## src/rtl/mipi_phy_ser_ctrl.sv

```systemverilog
`default_nettype none
// ============================================================================
// Module   : mipi_phy_ser_ctrl
// Purpose  : D-PHY data-lane transmit sequencer (LP-11 -> SoT -> HS payload ->
//            trailer -> LP-11). Optional macro MIPI_TX_BYTECOUNT_EN adds
//            byte_count_o.
// Revision : 1.0 - initial release
// ============================================================================
module mipi_phy_ser_ctrl #(
    parameter int T_LPX        = 4,
    parameter int T_HS_PREPARE = 4,
    parameter int T_HS_ZERO    = 8,
    parameter int T_HS_TRAIL   = 4,
    parameter int T_HS_EXIT    = 8
) (
    input  logic       clk,
    input  logic       resetb,
    input  logic       tx_valid_i,
    input  logic [7:0] tx_data_i,
    input  logic       tx_last_i,
    output logic       tx_ready_o,
    input  logic       md_polarity_i,
    output logic [7:0] hs_data_o,
    output logic       hs_oe_o,
    output logic       lp_p_o,
    output logic       lp_n_o,
    output logic       busy_o,
    output logic       underrun_o
`ifdef MIPI_TX_BYTECOUNT_EN
    ,
    output logic [15:0] byte_count_o
`endif
);

    localparam logic [2:0] S_IDLE   = 3'd0;
    localparam logic [2:0] S_LP01   = 3'd1;
    localparam logic [2:0] S_LP00   = 3'd2;
    localparam logic [2:0] S_HSZERO = 3'd3;
    localparam logic [2:0] S_SYNC   = 3'd4;
    localparam logic [2:0] S_DATA   = 3'd5;
    localparam logic [2:0] S_TRAIL  = 3'd6;
    localparam logic [2:0] S_EXIT   = 3'd7;

    // Counter reload values: a state of N cycles loads N-1; zero is treated as one.
    localparam logic [7:0] LD_LPX   = (T_LPX        <= 1) ? 8'd0 : 8'(T_LPX - 1);
    localparam logic [7:0] LD_PREP  = (T_HS_PREPARE <= 1) ? 8'd0 : 8'(T_HS_PREPARE - 1);
    localparam logic [7:0] LD_ZERO  = (T_HS_ZERO    <= 1) ? 8'd0 : 8'(T_HS_ZERO - 1);
    localparam logic [7:0] LD_TRAIL = (T_HS_TRAIL   <= 1) ? 8'd0 : 8'(T_HS_TRAIL - 1);
    localparam logic [7:0] LD_EXIT  = (T_HS_EXIT    <= 1) ? 8'd0 : 8'(T_HS_EXIT - 1);

    logic [1:0] rst_sync_q;
    logic       rst_n;

    logic [2:0] state_q, state_d;
    logic [7:0] cnt_q, cnt_d;
    logic [7:0] hs_data_q, hs_data_d;
    logic [7:0] byte_d;
    logic       hs_oe_q, hs_oe_d;
    logic       lp_p_q, lp_p_d;
    logic       lp_n_q, lp_n_d;
    logic       ready_q, ready_d;
    logic       busy_q, busy_d;
    logic       underrun_q, underrun_d;
    logic       refbit_q, refbit_d;
    logic [7:0] trail_byte;

    // Assertion is immediate through the async clear; release waits two clocks.
    always_ff @(posedge clk or negedge resetb) begin
        if (!resetb) rst_sync_q <= 2'b00;
        else         rst_sync_q <= {rst_sync_q[0], 1'b1};
    end
    assign rst_n = rst_sync_q[1];

    assign trail_byte = refbit_q ? 8'h00 : 8'hFF;

    always_comb begin
        state_d    = state_q;
        cnt_d      = (cnt_q == 8'd0) ? 8'd0 : cnt_q - 8'd1;
        byte_d     = 8'h00;
        hs_oe_d    = hs_oe_q;
        lp_p_d     = lp_p_q;
        lp_n_d     = lp_n_q;
        ready_d    = 1'b0;
        underrun_d = 1'b0;
        refbit_d   = refbit_q;
        case (state_q)
            S_IDLE: begin
                if (tx_valid_i) begin
                    state_d = S_LP01;
                    cnt_d   = LD_LPX;
                    lp_p_d  = 1'b0;
                    lp_n_d  = 1'b1;
                end
            end
            S_LP01: begin
                if (cnt_q == 8'd0) begin
                    state_d = S_LP00;
                    cnt_d   = LD_PREP;
                    lp_n_d  = 1'b0;
                end
            end
            S_LP00: begin
                if (cnt_q == 8'd0) begin
                    state_d = S_HSZERO;
                    cnt_d   = LD_ZERO;
                    hs_oe_d = 1'b1;
                end
            end
            S_HSZERO: begin
                if (cnt_q == 8'd0) begin
                    state_d  = S_SYNC;
                    byte_d   = 8'hB8;
                    ready_d  = 1'b1;
                    refbit_d = 1'b1;
                end
            end
            S_SYNC, S_DATA: begin
                if (ready_q && tx_valid_i) begin
                    state_d  = S_DATA;
                    byte_d   = tx_data_i;
                    refbit_d = tx_data_i[7];
                    ready_d  = !tx_last_i;
                end else begin
                    // Either the final byte has just been output or upstream starved us.
                    state_d    = S_TRAIL;
                    cnt_d      = LD_TRAIL;
                    byte_d     = trail_byte;
                    underrun_d = ready_q;
                end
            end
            S_TRAIL: begin
                byte_d = trail_byte;
                if (cnt_q == 8'd0) begin
                    state_d = S_EXIT;
                    cnt_d   = LD_EXIT;
                    byte_d  = 8'h00;
                    hs_oe_d = 1'b0;
                    lp_p_d  = 1'b1;
                    lp_n_d  = 1'b1;
                end
            end
            S_EXIT: begin
                if (cnt_q == 8'd0) state_d = S_IDLE;
            end
            default: begin
                state_d = S_IDLE;
                hs_oe_d = 1'b0;
                lp_p_d  = 1'b1;
                lp_n_d  = 1'b1;
            end
        endcase
        busy_d    = (state_d != S_IDLE);
        hs_data_d = hs_oe_d ? (byte_d ^ {8{md_polarity_i}}) : 8'h00;
    end

    always_ff @(posedge clk or negedge rst_n) begin
        if (!rst_n) begin
            state_q    <= S_IDLE;
            cnt_q      <= 8'd0;
            hs_data_q  <= 8'h00;
            hs_oe_q    <= 1'b0;
            lp_p_q     <= 1'b1;
            lp_n_q     <= 1'b1;
            ready_q    <= 1'b0;
            busy_q     <= 1'b0;
            underrun_q <= 1'b0;
            refbit_q   <= 1'b1;
        end else begin
            state_q    <= state_d;
            cnt_q      <= cnt_d;
            hs_data_q  <= hs_data_d;
            hs_oe_q    <= hs_oe_d;
            lp_p_q     <= lp_p_d;
            lp_n_q     <= lp_n_d;
            ready_q    <= ready_d;
            busy_q     <= busy_d;
            underrun_q <= underrun_d;
            refbit_q   <= refbit_d;
        end
    end

    assign tx_ready_o = ready_q;
    assign hs_data_o  = hs_data_q;
    assign hs_oe_o    = hs_oe_q;
    assign lp_p_o     = lp_p_q;
    assign lp_n_o     = lp_n_q;
    assign busy_o     = busy_q;
    assign underrun_o = underrun_q;

`ifdef MIPI_TX_BYTECOUNT_EN
    logic [15:0] bc_q, bc_d;

    always_comb begin
        bc_d = bc_q;
        if (state_q == S_IDLE && state_d == S_LP01)
            bc_d = 16'd0;
        else if (ready_q && tx_valid_i && bc_q != 16'hFFFF)
            bc_d = bc_q + 16'd1;
    end

    always_ff @(posedge clk or negedge rst_n) begin
        if (!rst_n) bc_q <= 16'd0;
        else        bc_q <= bc_d;
    end

    assign byte_count_o = bc_q;
`endif

endmodule
`default_nettype wire
```

## config.mk

```make
export PLATFORM = sky130hd
export DESIGN_NAME = mipi_phy_ser_ctrl
export DESIGN_NICKNAME = d
export VERILOG_FILES = /design/src/rtl/mipi_phy_ser_ctrl.sv
export SDC_FILE = /design/constraint.sdc
export NUM_CORES = 1
export LEC_CHECK = 0
export ABC_AREA = 1
export BUFFER_PORTS_ARGS = -buffer_cell sky130_fd_sc_hd__buf_2
export CORE_MARGIN = 2
export CORE_UTILIZATION = 60
export CTS_CLUSTER_DIAMETER = 80
export DETAILED_ROUTE_END_ITERATION = 10
export PLACE_DENSITY = 0.84
export SYNTH_ARGS = -nofsm -noshare
export SYNTH_HDL_FRONTEND = slang
export SYNTH_SLANG_ARGS = --single-unit
```

## constraint.sdc

```tcl
create_clock -name clk -period 2 [get_ports clk]
set_clock_uncertainty 0.05 [all_clocks]
set_input_delay 0.1 -clock clk [delete_from_list [all_inputs] [get_ports clk]]
set_output_delay 0.1 -clock clk [all_outputs]
set_load 0.02 [all_outputs]
```

==> run_results.csv, run 1 <==
group,metric,value,unit
yosys,synth_edf_count,0,
grt,grt_pass1_vias,1280,
route,viasPerCell,5.06,
cts,root_buffer,"clkbuf_4",
outcome,status,"finished, final reports clean",
yosys,synth_cell_type_count,30,
pwr,p_per_area,1570,nW/um^2
yosys,yosys.area_share.simple,37.2,%
floorplan,die_area,3130,sq um
cells_and_area,n_antenna_cell,0,
pwr,vdd_drop_max,0.000990,V
place,hpwl,2450,um
yosys,synth_top_family_by_area,"simple AND/OR/NAND/NOR gates",
floorplan,die_w,55.9,um
timing,finalSetupViolCount,0,
grt,grt_pass1_wl,5680,um
pwr,power,2930,uW
flow_run,maxCapViolCount,0,
route,drt-total-wl,3160,um
setup_path,crit_required,2.23,ns
cells_and_area,drive_gt1_share,27.5,%
cells_and_area,n_fill_cell,201,
route,remaining_drc_errors,0,
cts,cts_sinks,28,
place,port-buffer-count,26,
yosys,ys.flop_type,"dfrtp_1",
cells_and_area,final_common_cell,"nand2_1",
yosys,synth_area,1620,sq um
route,wl_per_cell,11.7,um
setup_path,cp_max_fo,13,
yosys,muxShareOfSynthArea,0,%
timing,rsz0062_at_grt,"false",
place,routabilityCongestion,0.908,
route,ant_nets,0,
yosys,syn_inst,207,
setup_path,critPathArrivalTime,1.89,ns
yosys,synth-compound-area-share,7.35,%
grt,grt_antenna_before_repair,0,
timing,finalCriticalPeriod,1.66,ns
yosys,async_flop_share,100,%
timing,slew_violations,0,
setup_path,worstSetupEndpointType,"flip-flop",
pwr,power_leakage,0.00103,uW
floorplan,io_pins,27,
setup_path,startpoint_type,"flip-flop",
timing,min_period_over_period,83.1,%
yosys,synth.yosys.warnings,0,
cts,numCtsBuffers,3,
cells_and_area,design_area,1870,sq um
floorplan,initial_core_util,64.1,%
grt,grt.overflow.total,0,
cells_and_area,instances_no_fill,270,
route,via_count,1366,
cts,clk_pin_slew,0.15,ns
floorplan,die_h,55.9,um
place,place_area,1780,sq um
timing,clock.fmax,0.602,GHz
yosys,synth_fa_ha_area_share,1.55,%
cts,cts_tree,"yes",
yosys,avgSynthCellArea,7.82,sq um
cells_and_area,area_delta_synth_final,15.6,%
cells_and_area,multi_input_area,793,sq um
grt,grt_start_max_net_pins,17,
yosys,seq_area_frac_synth,43.5,%
yosys,synth_nets,222,
timing,timing.hold.ws,0.0156,ns
route,drt-initial-drc-count,35,
route,dr.pass1.iters,6,
cells_and_area,layout_common_cells,"nand2_1 (52), buf_2 (26), dfrtp_1 (25)",
cts,clockBufferDepth,2,
hold_path,hold_path_class,"input port to flip-flop",
yosys,synthXorXnorAreaFrac,2.71,%
floorplan,placementRows,18,
cts,h-tree-depth,1,
place,dp_cells,262,
cells_and_area,finish.net_count,256,
setup_path,crit_type,"flip-flop to flip-flop",
cells_and_area,seqCellArea,704,sq um
cts,worstSkewPairLatency,0.33,ns
grt,grt_util_all_layers,22.6,%
timing,hold_viol,0,
floorplan,core-area,2520,sq um
yosys,ys_ff_latch,28,
timing,fin_tns_setup,0,ns
cts,post-cts-setup-buffers,0,
==> state kept, by name, indices dropped and copies added, names as in the netlist <==
signal and count:
cnt_q 8, lp_p_o 1, lp_n_o 1, underrun_o 1
state_q 3, hs_data_o 8, busy_o 1, rst_sync_q 2
tx_ready_o 1, hs_oe_o 1, refbit_q 1
==> final timing paths <==
path / from / to / slack [ns] / cells after the start
worst max-delay path: cnt_q[0] / hs_data_o[5] / 0.34 / 10
worst min-delay path: tx_valid_i / underrun_o / 0.02 / 4
worst max register to register: cnt_q[0] / hs_data_o[5] / 0.34 / 10
worst min register to register: rst_sync_q[1] / cnt_q[1] / 0.14 / 0
max in group asynchronous: rst_sync_q[1] / refbit_q / 1.12 / 1
min in group asynchronous: rst_sync_q[1] / cnt_q[1] / 0.14 / 0
==> per-stage QoR <==
step	setup WS [ns]	utilization [%]
floorplan	0.486	-
global placement	0.401	70.5
detailed placement	0.358	70.5
CTS	0.330	74.2
global route	0.231	74.2
finish	0.338	74.2
==> synthesized netlist by cell type (3+ instances only) <==
master,number,share of area (%)
nand4_1,4,1.5
inv_2,4,0.93
nand3_1,16,4.9
nand2_4,3,2.1
dfstp_2,3,4.9
inv_1,19,4.4
o21ai_0,8,2.5
nand2_1,52,12
xor2_1,5,2.7
a21oi_1,8,2.5
dfrtp_1,25,39
nor2_2,10,3.9
nand2_2,9,3.5
nor2_1,22,5.1
==> repair_timing <==
| item | in CTS | in global routing |
|---|---|---|
| hold endpoints to repair | 4 | 0 |
| gates resized for setup | 0 | 0 |
| setup endpoints to repair | 0 | 0 |
| hold buffers | 4 | 0 |
==> power by group <==
group / total (uW) / switching, uW / internal, uW / leakage (uW)
Clock: 372 / 169 / 203 / 0.0000279
Combinational: 1630 / 1070 / 557 / 0.000661
Sequential: 926 / 137 / 789 / 0.000338
Total: 2930 / 1380 / 1550 / 0.00103
==> worst max-delay path: stages, from the launching register on <==
cell and delay (ns):
dfrtp_1 0.39, inv_1 0.14, ha_1 0.20, nand2_1 0.09, nor2_4 0.16, nand2_8 0.10
nand2_4 0.14, nand3_1 0.11, nand2_1 0.10, nand2_2 0.05, nor2_2 0.09
==> routing by layer <==
metal | part of all wire (%) | vias up | track usage (%)
li1 | - | 722 | -
met1 | 49 | 596 | 32.8
met2 | 44 | 44 | 36.7
met3 | 6.6 | 4 | 3.26
met4 | 0.82 | 0 | 4.08
met5 | 0 | - | 0
==> kinds of logic after synthesis <==
kind of cell               Yosys count
and+or+nand+nor                    121
xor gates and xnor gates             5
adders and majority gates            2
DFF                                 28
AOI/OAI and AO/OA                   22
other                                1
buffers and inverters               28
==> area by class of cell <==
class                   count  share of cell area [%]
multi-input cells         151                    42.4
flip-flops and latches     28                    37.7
repair buffers             31                    9.50
inverters                  26                    5.62
well taps                  30                    2.01
clock inverters             1                    1.61
clock buffers               3                    1.20
No activity file was read; power rests on OpenSTA's default activity.
==> inputs of run 2 (changes only) <==
- CORE_UTILIZATION: 60 -> 55
- PLACE_DENSITY: 0.84 -> 0.78
- clock period: 2 -> 1.6 ns (I/O delays scaled with it)
==> run_results.csv, run 2 (synthesis results as in run 1) <==
group,metric,value,unit
outcome,status,"finished, final reports clean",
place,routabilityCongestion,0.921,
pwr,vdd_drop_max,0.00164,V
timing,finalCriticalPeriod,1.51,ns
setup_path,crit_required,1.78,ns
flow_run,maxCapViolCount,0,
route,dr.pass1.iters,5,
grt,grt.overflow.total,0,
cells_and_area,design_area,2000,sq um
cts,cts_tree,"yes",
cells_and_area,drive_gt1_share,34.8,%
cells_and_area,final_common_cell,"nand2_1",
floorplan,placementRows,19,
timing,slew_violations,0,
route,drt-total-wl,3490,um
timing,clock.fmax,0.661,GHz
cts,clockBufferDepth,2,
place,hpwl,2480,um
route,remaining_drc_errors,0,
cts,cts_sinks,28,
pwr,power_leakage,0.00108,uW
route,drt-initial-drc-count,50,
route,ant_nets,0,
hold_path,hold_path_class,"input port to flip-flop",
floorplan,io_pins,27,
pwr,power,3800,uW
cts,root_buffer,"clkbuf_4",
timing,rsz0062_at_grt,"true",
grt,grt_pass1_vias,1295,
floorplan,core-area,2780,sq um
grt,grt_pass1_wl,5500,um
timing,min_period_over_period,94.5,%
cells_and_area,fin_util,71.8,%
pwr,p_per_area,1900,nW/um^2
floorplan,initial_core_util,58.2,%
cts,clk_pin_slew,0.14,ns
cts,h-tree-depth,1,
timing,hold_viol,0,
cells_and_area,multi_input_area,848,sq um
cells_and_area,instances_no_fill,284,
floorplan,die_area,3390,sq um
cts,worstSkewPairLatency,0.33,ns
cells_and_area,area_delta_synth_final,23.5,%
place,place_area,1820,sq um
setup_path,critPathArrivalTime,1.69,ns
floorplan,die_w,58.2,um
place,port-buffer-count,26,
setup_path,regToRegSetupSlack,0.09,ns
setup_path,cp_max_fo,6,
route,viasPerCell,5.25,
cells_and_area,n_antenna_cell,0,
cells_and_area,seqCellArea,706,sq um
cells_and_area,layout_common_cells,"nand2_1 (49), buf_2 (26), dfrtp_1 (24)",
setup_path,worstSetupEndpointType,"flip-flop",
setup_path,startpoint_type,"flip-flop",
cells_and_area,finish.net_count,269,
place,dp_cells,268,
floorplan,die_h,58.2,um
grt,grt_antenna_before_repair,0,
cts,numCtsBuffers,3,
route,wl_per_cell,12.3,um
setup_path,crit_type,"flip-flop to flip-flop",
cells_and_area,n_fill_cell,251,
grt,grt_start_max_net_pins,27,
timing,finalSetupViolCount,0,
grt,grt_util_all_layers,21.4,%
route,via_count,1490,
==> run 2: path summary, 6_finish.rpt <==
path | from | endpoint | cells past startpoint
max in group asynchronous | resetb | rst_sync_q[0] | 3
worst max-delay path | cnt_q[1] | cnt_q[0] | 10
worst min register to register | rst_sync_q[1] | hs_data_o[3] | 1
min in group asynchronous | rst_sync_q[1] | hs_data_o[3] | 1
worst min-delay path | md_polarity_i | hs_data_o[2] | 3
worst max register to register | cnt_q[1] | cnt_q[0] | 10
==> run 2: power by group <==
part | switching (uW) | total (uW) | internal (uW)
sequential | 158 | 1150 | 989
combinational | 1480 | 2350 | 868
clock | 205 | 303 | 97.9
total | 1840 | 3800 | 1960
==> run 2: cell type report <==
class                           count  area share, %
Inverter                           26           5.26
Sequential cell                    28           35.3
Tap cell                           31           1.94
Clock buffer                        4           1.31
Timing Repair Buffer               43           13.7
Multi-Input combinational cell    152           42.5
==> run 2: per-layer routing <==
metal	vias up	wire length, um	global-route usage, %
met5	-	0	0
met4	0	33	7.31
met3	4	175	2.01
met2	47	1640	34.1
met1	686	1650	30.7
li1	753	-	-
==> run 2: stage by stage <==
stage	setup slack (ns)	setup TNS, ns	hold slack [ns]
final	0.0874	0	0.0197
after global routing	-0.0132	-0.0246	0.0207
after CTS	0.00331	0	0.00984
after detailed placement	0.0242	0	-0.184
after global placement	0.0564	0	-0.183
after floorplan	0.0859	0	-0.266
==> run 2: worst max-delay path, stage by stage, from the launching register on <==
cell and delay [ns]:
dfrtp_1 0.42, inv_2 0.09, ha_4 0.14, nand2_2 0.06
nor2_4 0.17, nand2_8 0.10, buf_6 0.15, nand2_2 0.06
nand2_1 0.05, nand2_1 0.06, nand4_1 0.07
==> run 2: repair_timing <==
action | in CTS | in global routing
gates resized for setup | 0 | 17
buffers inserted | 0 | 6
hold buffers | 5 | 0
setup endpoints to repair | 0 | 16
hold endpoints to repair | 5 | 0
